<file path="config.mk">
export PLATFORM = sky130hd
export DESIGN_NAME = key_input_bank
export DESIGN_NICKNAME = d
export VERILOG_FILES = /design/src/rtl/key_input_bank.sv
export SDC_FILE = /design/constraint.sdc
export NUM_CORES = 1
export LEC_CHECK = 0
export ABC_AREA = 1
export CAP_MARGIN = 20
export CORE_AREA = 2 2 117 119
export DETAILED_ROUTE_END_ITERATION = 6
export DIE_AREA = 0 0 119 121
export PLACE_DENSITY = 0.78
export SLEW_MARGIN = 20
export SYNTH_ARGS = -nofsm -noshare
export SYNTH_HDL_FRONTEND = slang
export SYNTH_SLANG_ARGS = --single-unit
export TNS_END_PERCENT = 100
</file>
<file path="constraint.sdc">
create_clock -name clk -period 12.89 [get_ports clk]
set_input_delay 2.578 -clock clk [delete_from_list [all_inputs] [get_ports clk]]
set_output_delay 2.578 -clock clk [all_outputs]
set_load 0.03 [all_outputs]
</file>
<file path="src/rtl/key_input_bank.sv">
// Debounced key bank: per-channel 2-flop synchroniser, stability counter, level and edge pulses.
// Define KEY_REPEAT_EN to add hold-to-repeat pulses on key_press.
module key_input_bank #(
  parameter int N_KEYS          = 6,
  parameter int DEBOUNCE_CYCLES = 1000000,
  parameter int ACTIVE_LOW      = 0,
  parameter int REPEAT_DELAY    = 25000000,
  parameter int REPEAT_PERIOD   = 5000000
) (
  input  logic              clk,
  input  logic              rst,
  input  logic [N_KEYS-1:0] key_in,
  output logic [N_KEYS-1:0] key_level,
  output logic [N_KEYS-1:0] key_press,
  output logic [N_KEYS-1:0] key_release,
  output logic              key_any
);

  localparam int              CNT_W    = $clog2(DEBOUNCE_CYCLES);
  localparam logic [CNT_W-1:0] CNT_TC  = CNT_W'(DEBOUNCE_CYCLES - 1);
  localparam logic [N_KEYS-1:0] RAW_IDLE = (ACTIVE_LOW != 0) ? {N_KEYS{1'b1}} : {N_KEYS{1'b0}};

  // Repeat timing is only meaningful with positive intervals; the guard also keeps
  // the repeat parameters referenced when the repeat feature is compiled out.
  if (REPEAT_DELAY < 1 || REPEAT_PERIOD < 1) begin : g_bad_repeat_params
  end

  logic [N_KEYS-1:0] sync1_q, sync1_d, sync2_q, sync2_d;
  logic [N_KEYS-1:0] key_norm, toggle, press_edge;
  logic [CNT_W-1:0]  cnt_q [N_KEYS];
  logic [CNT_W-1:0]  cnt_d [N_KEYS];
  logic [N_KEYS-1:0] level_q, level_d, press_q, press_d, release_q, release_d;
  logic              any_q, any_d;

  always_comb begin
    sync1_d  = key_in;
    sync2_d  = sync1_q;
    key_norm = (ACTIVE_LOW != 0) ? ~sync2_q : sync2_q;
    toggle   = '0;
    for (int i = 0; i < N_KEYS; i++) begin
      cnt_d[i] = '0;
      if (key_norm[i] != level_q[i]) begin
        // Terminal count accepts the new level; the counter never wraps.
        if (cnt_q[i] == CNT_TC) toggle[i] = 1'b1;
        else                    cnt_d[i]  = cnt_q[i] + CNT_W'(1);
      end
    end
    level_d    = level_q ^ toggle;
    press_edge = toggle & ~level_q;
    release_d  = toggle & level_q;
    any_d      = |level_q;
  end

`ifdef KEY_REPEAT_EN
  localparam int REP_MAX = (REPEAT_DELAY > REPEAT_PERIOD) ? REPEAT_DELAY : REPEAT_PERIOD;
  localparam int REP_W   = $clog2(REP_MAX + 1);
  localparam logic [REP_W-1:0] REP_DLY_LD = REP_W'(REPEAT_DELAY - 1);
  localparam logic [REP_W-1:0] REP_PER_LD = REP_W'(REPEAT_PERIOD - 1);

  logic [REP_W-1:0]  rep_q [N_KEYS];
  logic [REP_W-1:0]  rep_d [N_KEYS];
  logic [N_KEYS-1:0] rep_fire;

  always_comb begin
    rep_fire = '0;
    for (int i = 0; i < N_KEYS; i++) begin
      rep_d[i] = '0;
      if (press_edge[i]) begin
        rep_d[i] = REP_DLY_LD;
      end else if (level_q[i] && !toggle[i]) begin
        // Down-counter reloads with the period each time it fires.
        if (rep_q[i] == '0) begin
          rep_fire[i] = 1'b1;
          rep_d[i]    = REP_PER_LD;
        end else begin
          rep_d[i] = rep_q[i] - REP_W'(1);
        end
      end
    end
    press_d = press_edge | rep_fire;
  end

  always_ff @(posedge clk or posedge rst) begin
    if (rst) begin
      for (int i = 0; i < N_KEYS; i++) rep_q[i] <= '0;
    end else begin
      for (int i = 0; i < N_KEYS; i++) rep_q[i] <= rep_d[i];
    end
  end
`else
  always_comb press_d = press_edge;
`endif

  always_ff @(posedge clk or posedge rst) begin
    if (rst) begin
      sync1_q   <= RAW_IDLE;
      sync2_q   <= RAW_IDLE;
      for (int i = 0; i < N_KEYS; i++) cnt_q[i] <= '0;
      level_q   <= '0;
      press_q   <= '0;
      release_q <= '0;
      any_q     <= 1'b0;
    end else begin
      sync1_q   <= sync1_d;
      sync2_q   <= sync2_d;
      for (int i = 0; i < N_KEYS; i++) cnt_q[i] <= cnt_d[i];
      level_q   <= level_d;
      press_q   <= press_d;
      release_q <= release_d;
      any_q     <= any_d;
    end
  end

  assign key_level   = level_q;
  assign key_press   = press_q;
  assign key_release = release_q;
  assign key_any     = any_q;

endmodule

</file>
Word level (Yosys, flattened, before mapping)
Index checks and enable logic that the tools add are counted.
{"block": "totals", "ff_bits": 151, "in_bits": 8, "out_inout_bits": 19}
{"block": "op_classes", "n_mux": 24, "n_eq_ne": 12, "bitwise": 4, "reduce_logical": 1, "add_sub_neg": 6}
{"operator": "20-bit 2-to-1 mux", "count": 12}
{"operator": "20-bit by 1-bit adder with 20-bit output (second input constant)", "count": 6}
{"operator": "20-bit equality test (second input constant)", "count": 6}
{"operator": "6-bit AND", "count": 2}
{"operator": "1-bit 2-to-1 mux", "count": 12}
{"operator": "1-bit != test", "count": 6}
{"operator": "6-bit inverter", "count": 1}
{"operator": "6-bit OR reduction", "count": 1}
{"operator": "6-bit bitwise XOR", "count": 1}

Depth between registers and ports, before layout
Gate-level depths: netlist (run 1).
{"block": "logic_depth", "ltp_word": 4, "ltp_mapped": 9, "depth_no_buf": 9}

Worst setup path after synthesis (run 1)
Ideal clock, no wire load.
{"block": "synth_timing", "path_kind": "flip-flop to output port", "from": "register with a tool-made name", "to": "output key_level[5]", "setup_slack_ns": 9.771, "path_buffers": 0, "path_stages_with_launch": 1, "arrival_ns": 0.541, "cell_sequence": "dfrtp_1"}
{"element": "end, declared", "line": "13", "text": "output logic [N_KEYS-1:0] key_level,"}

==> results of run 1 <==
==> final timing paths <==
kind	slack, ns	end	startpoint
min in group asynchronous	2.64	cnt_q[116]	rst
setup / recovery	8.65	key_level[0]	flip-flop
hold reg to reg	0.35	key_norm[1]	sync1_q[1]
setup reg to reg	10.91	cnt_q[118]	flip-flop
hold / removal	0.35	key_norm[1]	sync1_q[1]
max in group asynchronous	8.84	key_press[4]	rst
==> power breakdown <==
part	internal (µW)	switching, µW	total (µW)	leakage, µW
logic	8.67	22.7	31.3	0.00134
registers	481	5.05	486	0.00207
clock network	260	192	453	0.000261
==> placed cells by master (no fill, tap or decap), types with 2 or more instances in the layout <==
cell type	netlist	routed
nor2_1	277	277
nand2_1	184	184
dfrtp_1	151	151
nand3_1	99	99
inv_1	90	89
xor2_1	38	38
clkdlybuf4s50_1	0	26
nor3_1	25	25
xnor2_1	22	22
nand4_1	17	17
nor2_2	17	17
clkbuf_16	0	17
o21ai_0	12	12
nand2_2	10	10
nand3_2	9	9
a21oi_1	9	9
nor2_4	6	6
ha_1	6	6
inv_2	5	5
o21ai_1	4	4
clkinvlp_4	0	4
clkinv_2	0	4
nand3b_1	3	3
o21bai_1	3	3
and2_1	3	3
clkinv_4	0	3
clkbuf_8	0	3
nor3b_1	2	2
==> cells by family (layout without fill, tap and decap cells) <==
| logic type | after synthesis | in the layout | synth area share (%) |
|---|---|---|---|
| buffers and inverters | 100 | 154 | 4.83 |
| adders and majority gates | 6 | 6 | 0.963 |
| and+or+nand+nor | 656 | 656 | 37.0 |
| DFF | 151 | 151 | 48.5 |
| xor gates and xnor gates | 60 | 60 | 6.74 |
| AOI/OAI and AO/OA | 29 | 29 | 2.01 |
==> metal layers <==
metal / up-vias / GRT usage, % / routed length [µm]
li1: 3240 / - / -
met1: 3085 / 32.3 / 7470
met5: - / 0 / 0
met4: 0 / 9.82 / 342
met3: 25 / 4.98 / 667
met2: 135 / 39.9 / 7770
==> sequential cells by signal, indices dropped and copies added, names as in the netlist, named ones only <==
register and count:
key_norm 6, cnt_q 120, key_any 1, key_press 6, sync1_q 6, key_release 6
==> cell usage after synthesis, types with 2 or more instances <==
library cell,number,share of area (%)
nor3b_1,2,0.19
nand2_1,184,8.9
nor2_1,277,13
nand3b_1,3,0.29
o21ai_0,12,0.77
o21bai_1,3,0.29
a21oi_1,9,0.58
nor2_2,17,1.4
clkbuf_1,4,0.19
inv_2,5,0.24
xor2_1,38,4.3
nand4_1,17,1.4
xnor2_1,22,2.5
dfrtp_1,151,48
nor2_4,6,0.87
o21ai_1,4,0.26
ha_1,6,0.96
nor3_1,25,1.6
nand3_1,99,6.4
inv_1,90,4.3
and2_1,3,0.24
nand2_2,10,0.80
nand3_2,9,1.2
==> per-stage QoR <==
step	power (µW)	setup slack, ns
3_5_place_dp	526	8.33
4_1_cts	981	8.64
6_report	970	8.65
3_3_place_gp	525	8.33
2_1_floorplan	516	6.25
5_1_grt	1010	8.52
==> cell type report <==
class,instances,share of cell area [%]
Timing Repair Buffer,27,3.04
Clock inverter,11,0.866
Clock buffer,21,5.34
Multi-Input combinational cell,751,41.3
Tap cell,176,2.50
Sequential cell,151,42.9
Inverter,95,4.10
==> key figures, run 1 <==
Status
  – Status: completed

Setup path
  – CP Capture Type: output pin
  – Crit start category: flip-flop
  – Buf/Inv on CP: 1
  – Critical path peak fanout: 6
  – Max stage delay on crit path: 0.73 ns
  – CP max stage cell: clkdlybuf4s50_1
  – R2r worst-path depth: 6
  – Worst Path Required: 10.31 ns
  – Critical path cell sequence: clkdlybuf4s50_1
  – Worst EP arrival: 1.66 ns
  – Delay-heaviest family, CP: buffers and inverters
  – Kind of critical path: reg -> out
  – Crit. path cell count: 1

Yosys
  – Synth cell types: 29
  – Post-synth top flop: dfrtp_1
  – Cells after synthesis: between 1000 and 1500
  – Sequential fraction of the synthesis area: around half
  – #FFs+latches synth: between 150 and 200
  – Syn nets: 1016
  – Async SR Flop Fraction: 100%
  – Post-synth EDFFs: 0
  – Yosys warns: 0
  – Netlist Area Pre-Place: 7790 µm²
  – Syn avg cell area: 7.78 µm²

Worst hold path
  – Worst Hold Depth: 0
  – Hold Crit Class: reg -> reg

Die
  – Die width: 119 µm
  – Initial Util: 59.6%
  – Total core area: 13100 µm²
  – Die area: approximately 14000 µm²
  – Row count: 42
  – Die height: 121 µm
  – I/O Pins: 27

Timing
  – Final period utilization: 32.9%
  – Rel. slew slack: 38.1%
  – Worst hold slack: 0.348 ns
  – Worst Skew: 0.00860 ns
  – RSZ-0062 raised after global routing: no
  – Fin. max-slew vios: 0
  – Post-route minimum period: ~4.2 ns
  – Fmax: 236 MHz
  – Least-Margin Pin Slew: ~0.92 ns
  – # setup viols final: 0
  – Final Hold Viols: 0
  – Setup TNS: 0 ns

Final layout
  – Fin util: 67.4%
  – # nets final: approximately 1100
  – Syn-to-layout area delta: 13.1%
  – Share of cells above drive strength 1: 7.86%
  – Fin cells: 1232
  – Final-layout fill cell count: 1084
  – Area of the multi-input gates: 3640 µm²
  – Register Area: 3780 µm²
  – Ant. Diodes: 0
  – Final instance area: 8810 µm²

Global route
  – GRT Residual Overflow: 0
  – Vias in the first global route: between 6000 and 7000
  – Antenna violations before repair: 0
  – First-pass GRT wire length: 27900 µm
  – Largest net degree at the start of global routing: 78
  – Gr usage total: 24.5%

Routing
  – DR iter-0 viols: 544
  – Avg WL per Cell: 13.2 µm
  – Antenna viol nets, final: 0
  – DRC viols: 0
  – Vias after detailed routing: 6485
  – DRT Wirelength: 16300 µm
  – Via density: 5.26
  – First-pass iteration count of the detailed router: 5

Placed design
  – # port buffers: 26
  – Dpl cell area: 8270 µm²
  – Routability Congestion: 0.914
  – Estimated wirelength of the detail-placed design: 11700 µm
  – Placed instance count: 1200

CTS
  – Worst-Skew Late Latency: 0.43 ns
  – Root Buffer: clkbuf_16
  – Resized Gates After CTS: 0
  – CTS tree: yes
  – Clock sinks: 151
  – Postcts setup bufs: 0
  – Post-cts hold buffer count: 0
  – Clock transition at path regs: 0.06 ns
  – CTS Buf Count: 17
  – Clk buf depth: 2
  – H-tree depth: 4

Pwr
  – Worst vdd ir: a little over 90 µV
  – LEAKAGE: 0.00367 µW
  – Power per cell area: 110 nW/µm²

Run
  – Max-cap viol count: 0
(Power assumes the default switching activity.)
==> run 2, diff against run 1 <==
--- a/config.mk
+++ b/config.mk
@@ -7,10 +7,10 @@
 export LEC_CHECK = 0
 export ABC_AREA = 1
 export CAP_MARGIN = 20
-export CORE_AREA = 2 2 117 119
+export CORE_AREA = 2 2 121 123
 export DETAILED_ROUTE_END_ITERATION = 6
-export DIE_AREA = 0 0 119 121
-export PLACE_DENSITY = 0.78
+export DIE_AREA = 0 0 123 125
+export PLACE_DENSITY = 0.76
 export SLEW_MARGIN = 20
 export SYNTH_ARGS = -nofsm -noshare
 export SYNTH_HDL_FRONTEND = slang
==> constraint.sdc (replaced) <==
create_clock -name clk -period 3.9 [get_ports clk]
set_input_delay 0.78 -clock clk [delete_from_list [all_inputs] [get_ports clk]]
set_output_delay 0.78 -clock clk [all_outputs]
set_load 0.03 [all_outputs]
==> key figures, run 2 (synthesis results as in run 1) <==
Setup path
  – R2r worst-path depth: 6 (unchanged)
  – Setup crit end: key_level[0] (unchanged)
  – Worst EP arrival: 1.63 ns (was 1.66 ns)
  – CP Capture Type: output pin (unchanged)
  – Critical path peak fanout: 6 (unchanged)
  – Worst Path Required: 3.12 ns (was 10.31 ns)
  – Kind of critical path: reg -> out (unchanged)
  – Flop-to-flop setup slack: 1.93 ns (was 10.91 ns)
  – Crit start category: flip-flop (unchanged)
  – Max stage delay on crit path: 0.72 ns (was 0.73 ns)
  – Crit. path cell count: 1 (unchanged)
  – Delay-heaviest family, CP: buffers and inverters (unchanged)
  – Buf/Inv on CP: 1 (unchanged)
  – Critical path cell sequence: clkdlybuf4s50_1 (unchanged)
  – Worst R2R End: cnt_q[38] (was cnt_q[118])
  – CP max stage cell: clkdlybuf4s50_1 (unchanged)

Die
  – I/O Pins: 27 (unchanged)
  – Die area: 15400 µm² (was 14400 µm²)
  – Row count: 44 (was 42)
  – Total core area: 14200 µm² (was 13100 µm²)
  – Initial Util: 54.9% (was 59.6%)
  – Die width: 123 µm (was 119 µm)
  – Die height: 125 µm (was 121 µm)

Run
  – Max-cap viol count: 0 (unchanged)

CTS
  – Worst-Skew Late Latency: 0.42 ns (was 0.43 ns)
  – CTS Buf Count: 17 (unchanged)
  – H-tree depth: 4 (unchanged)
  – Clock transition at path regs: 0.06 ns (about the same)
  – Post-cts hold buffer count: 0 (unchanged)
  – Clock sinks: 151 (unchanged)
  – CTS tree: yes (unchanged)
  – Postcts setup bufs: 0 (unchanged)
  – Resized Gates After CTS: 0 (unchanged)
  – Clk buf depth: 2 (unchanged)
  – Root Buffer: clkbuf_16 (unchanged)

Timing
  – Fmax: 414 MHz
  – Final Hold Viols: 0 (unchanged)
  – Post-route minimum period: about 2.4 ns
  – RSZ-0062 raised after global routing: no (unchanged)
  – # setup viols final: 0 (unchanged)
  – Rel. slew slack: 38.7% (was 38.1%)
  – Final period utilization: 61.9%
  – Least-Margin Pin Slew: 0.915 ns (was 0.925 ns)
  – Fin. max-slew vios: 0 (unchanged)
  – Setup TNS: 0 ns (unchanged)
  – Worst Skew: 0.00655 ns (was 0.00860 ns)

Worst hold path
  – Worst Hold Depth: 0 (unchanged)
  – Hold Crit Class: reg -> reg (unchanged)

Routing
  – Avg WL per Cell: 12.9 µm (was 13.2 µm)
  – Antenna viol nets, final: 0 (unchanged)
  – First-pass iteration count of the detailed router: 5 (unchanged)
  – DR iter-0 viols: 530 (was 544)
  – Met2 wire len: 7690 µm (was 7770 µm)
  – DRC viols: 0 (unchanged)
  – DRT met1 WL: 7540 µm (was 7470 µm)
  – Routed wl met3: 541 µm (was 667 µm)
  – Highest metal used: met4 (unchanged)
  – Vias after detailed routing: 6443 (was 6485)
  – DRT Wirelength: 16000 µm (was 16300 µm)
  – Via density: 5.19 (was 5.26)

Pwr
  – Sw Share: 21.9% (was 22.7%)
  – Power Internal: 2600 µW (was 750 µW)
  – Part of the power in registers: 48.2% (was 50.1%)
  – Total power: 3330 µW (was 970 µW)
  – Power per cell area: 375 nW/µm² (was 110 nW/µm²)
  – P_sw: 730 µW (was 220 µW)
  – Worst vdd ir: 309 µV (was 91.9 µV)
  – Clock power frac: 48.6% (was 46.7%)
  – Combinational cell fraction of total power: 3.2% (about the same)
  – LEAKAGE: 0.00369 µW (was 0.00367 µW)

Global route
  – Largest net degree at the start of global routing: 104 (was 78)
  – Antenna violations before repair: 0 (unchanged)
  – Vias in the first global route: 5956 (was 6032)
  – Gr usage total: 22.4% (was 24.5%)
  – GRT Residual Overflow: 0 (unchanged)
  – First-pass GRT wire length: 27400 µm (was 27900 µm)

Final layout
  – Commonest cells after routing, fill and taps aside: 277 x nor2_1, 184 x nand2_1, 151 x dfrtp_1, 99 x nand3_1, 89 x inv_1 (unchanged)
  – Syn-to-layout area delta: 14.0% (was 13.1%)
  – Register Area: 3780 µm² (unchanged)
  – Area of the multi-input gates: 3640 µm² (unchanged)
  – Final-layout fill cell count: 1265 (was 1084)
  – Max FFs per register: 120 (unchanged)
  – Ant. Diodes: 0 (unchanged)
  – Biggest register: cnt_q (unchanged)
  – Share of cells above drive strength 1: 7.76% (was 7.86%)
  – # nets final: 1058 (was 1057)
  – Commonest non-fill, non-tap cell in the layout: nor2_1 (unchanged)

Status
  – Status: completed (unchanged)

Placed design
  – Routability Congestion: 0.905 (was 0.914)
  – # port buffers: 26 (unchanged)
  – Estimated wirelength of the detail-placed design: 11400 µm (was 11700 µm)
run 2: layer usage:
layer	GRT usage, %	vias up
li1	-	3258
met2	35.5	128
met3	4.70	19
met5	0	-
met1	30.8	3038
met4	7.15	0
run 2: worst reg2reg max path, stage by stage (launching register included):
cell and delay, ns:
dfrtp_1 0.43, inv_1 0.10, nor2_1 0.05, nor2_1 0.69, inv_1 0.24, nand2_1 0.26, nor2_1 0.08
run 2: power groups by stage:
stage	registers (µW)	clock network [µW]	logic, µW
after global placement	1630	0	105
after global routing	1610	1720	123
after CTS	1600	1640	110
final	1600	1620	105
after detailed placement	1630	0	108
after floorplan	1630	0	76.3
run 2: final cells by class:
class / count / share of cell area, %
clock inverter: 10 / 1.37
timing repair buffer: 28 / 3.24
clock buffer: 22 / 5.23
tap: 184 / 2.59
sequential: 151 / 42.5
inverter: 95 / 4.06
multi-input combinational: 751 / 41.0
run 2: through the flow:
step                utilization [%]  hold WS (ns)  cells  cell area, µm²  setup slack, ns
global placement               58.4         0.334   1209            8300             1.91
CTS                            62.5         0.350   1241            8880             1.45
global route                   62.5         0.353   1241            8880             1.44
floorplan                         -         0.331   1002            7800             1.22
finish                         62.5         0.348   1241            8880             1.49
detailed placement             58.4         0.336   1209            8300             1.90
run 2: worst min-delay path by stage:
| stage | startpoint | endpoint | slack [ns] |
|---|---|---|---|
| CTS | sync1_q[4] | key_norm[4] | 0.35 |
| global route | sync1_q[5] | key_norm[5] | 0.35 |
| floorplan | sync1_q[0] | key_norm[0] | 0.33 |
| global placement | sync1_q[4] | key_norm[4] | 0.33 |
| finish | sync1_q[4] | key_norm[4] | 0.35 |
| detailed placement | sync1_q[4] | key_norm[4] | 0.34 |
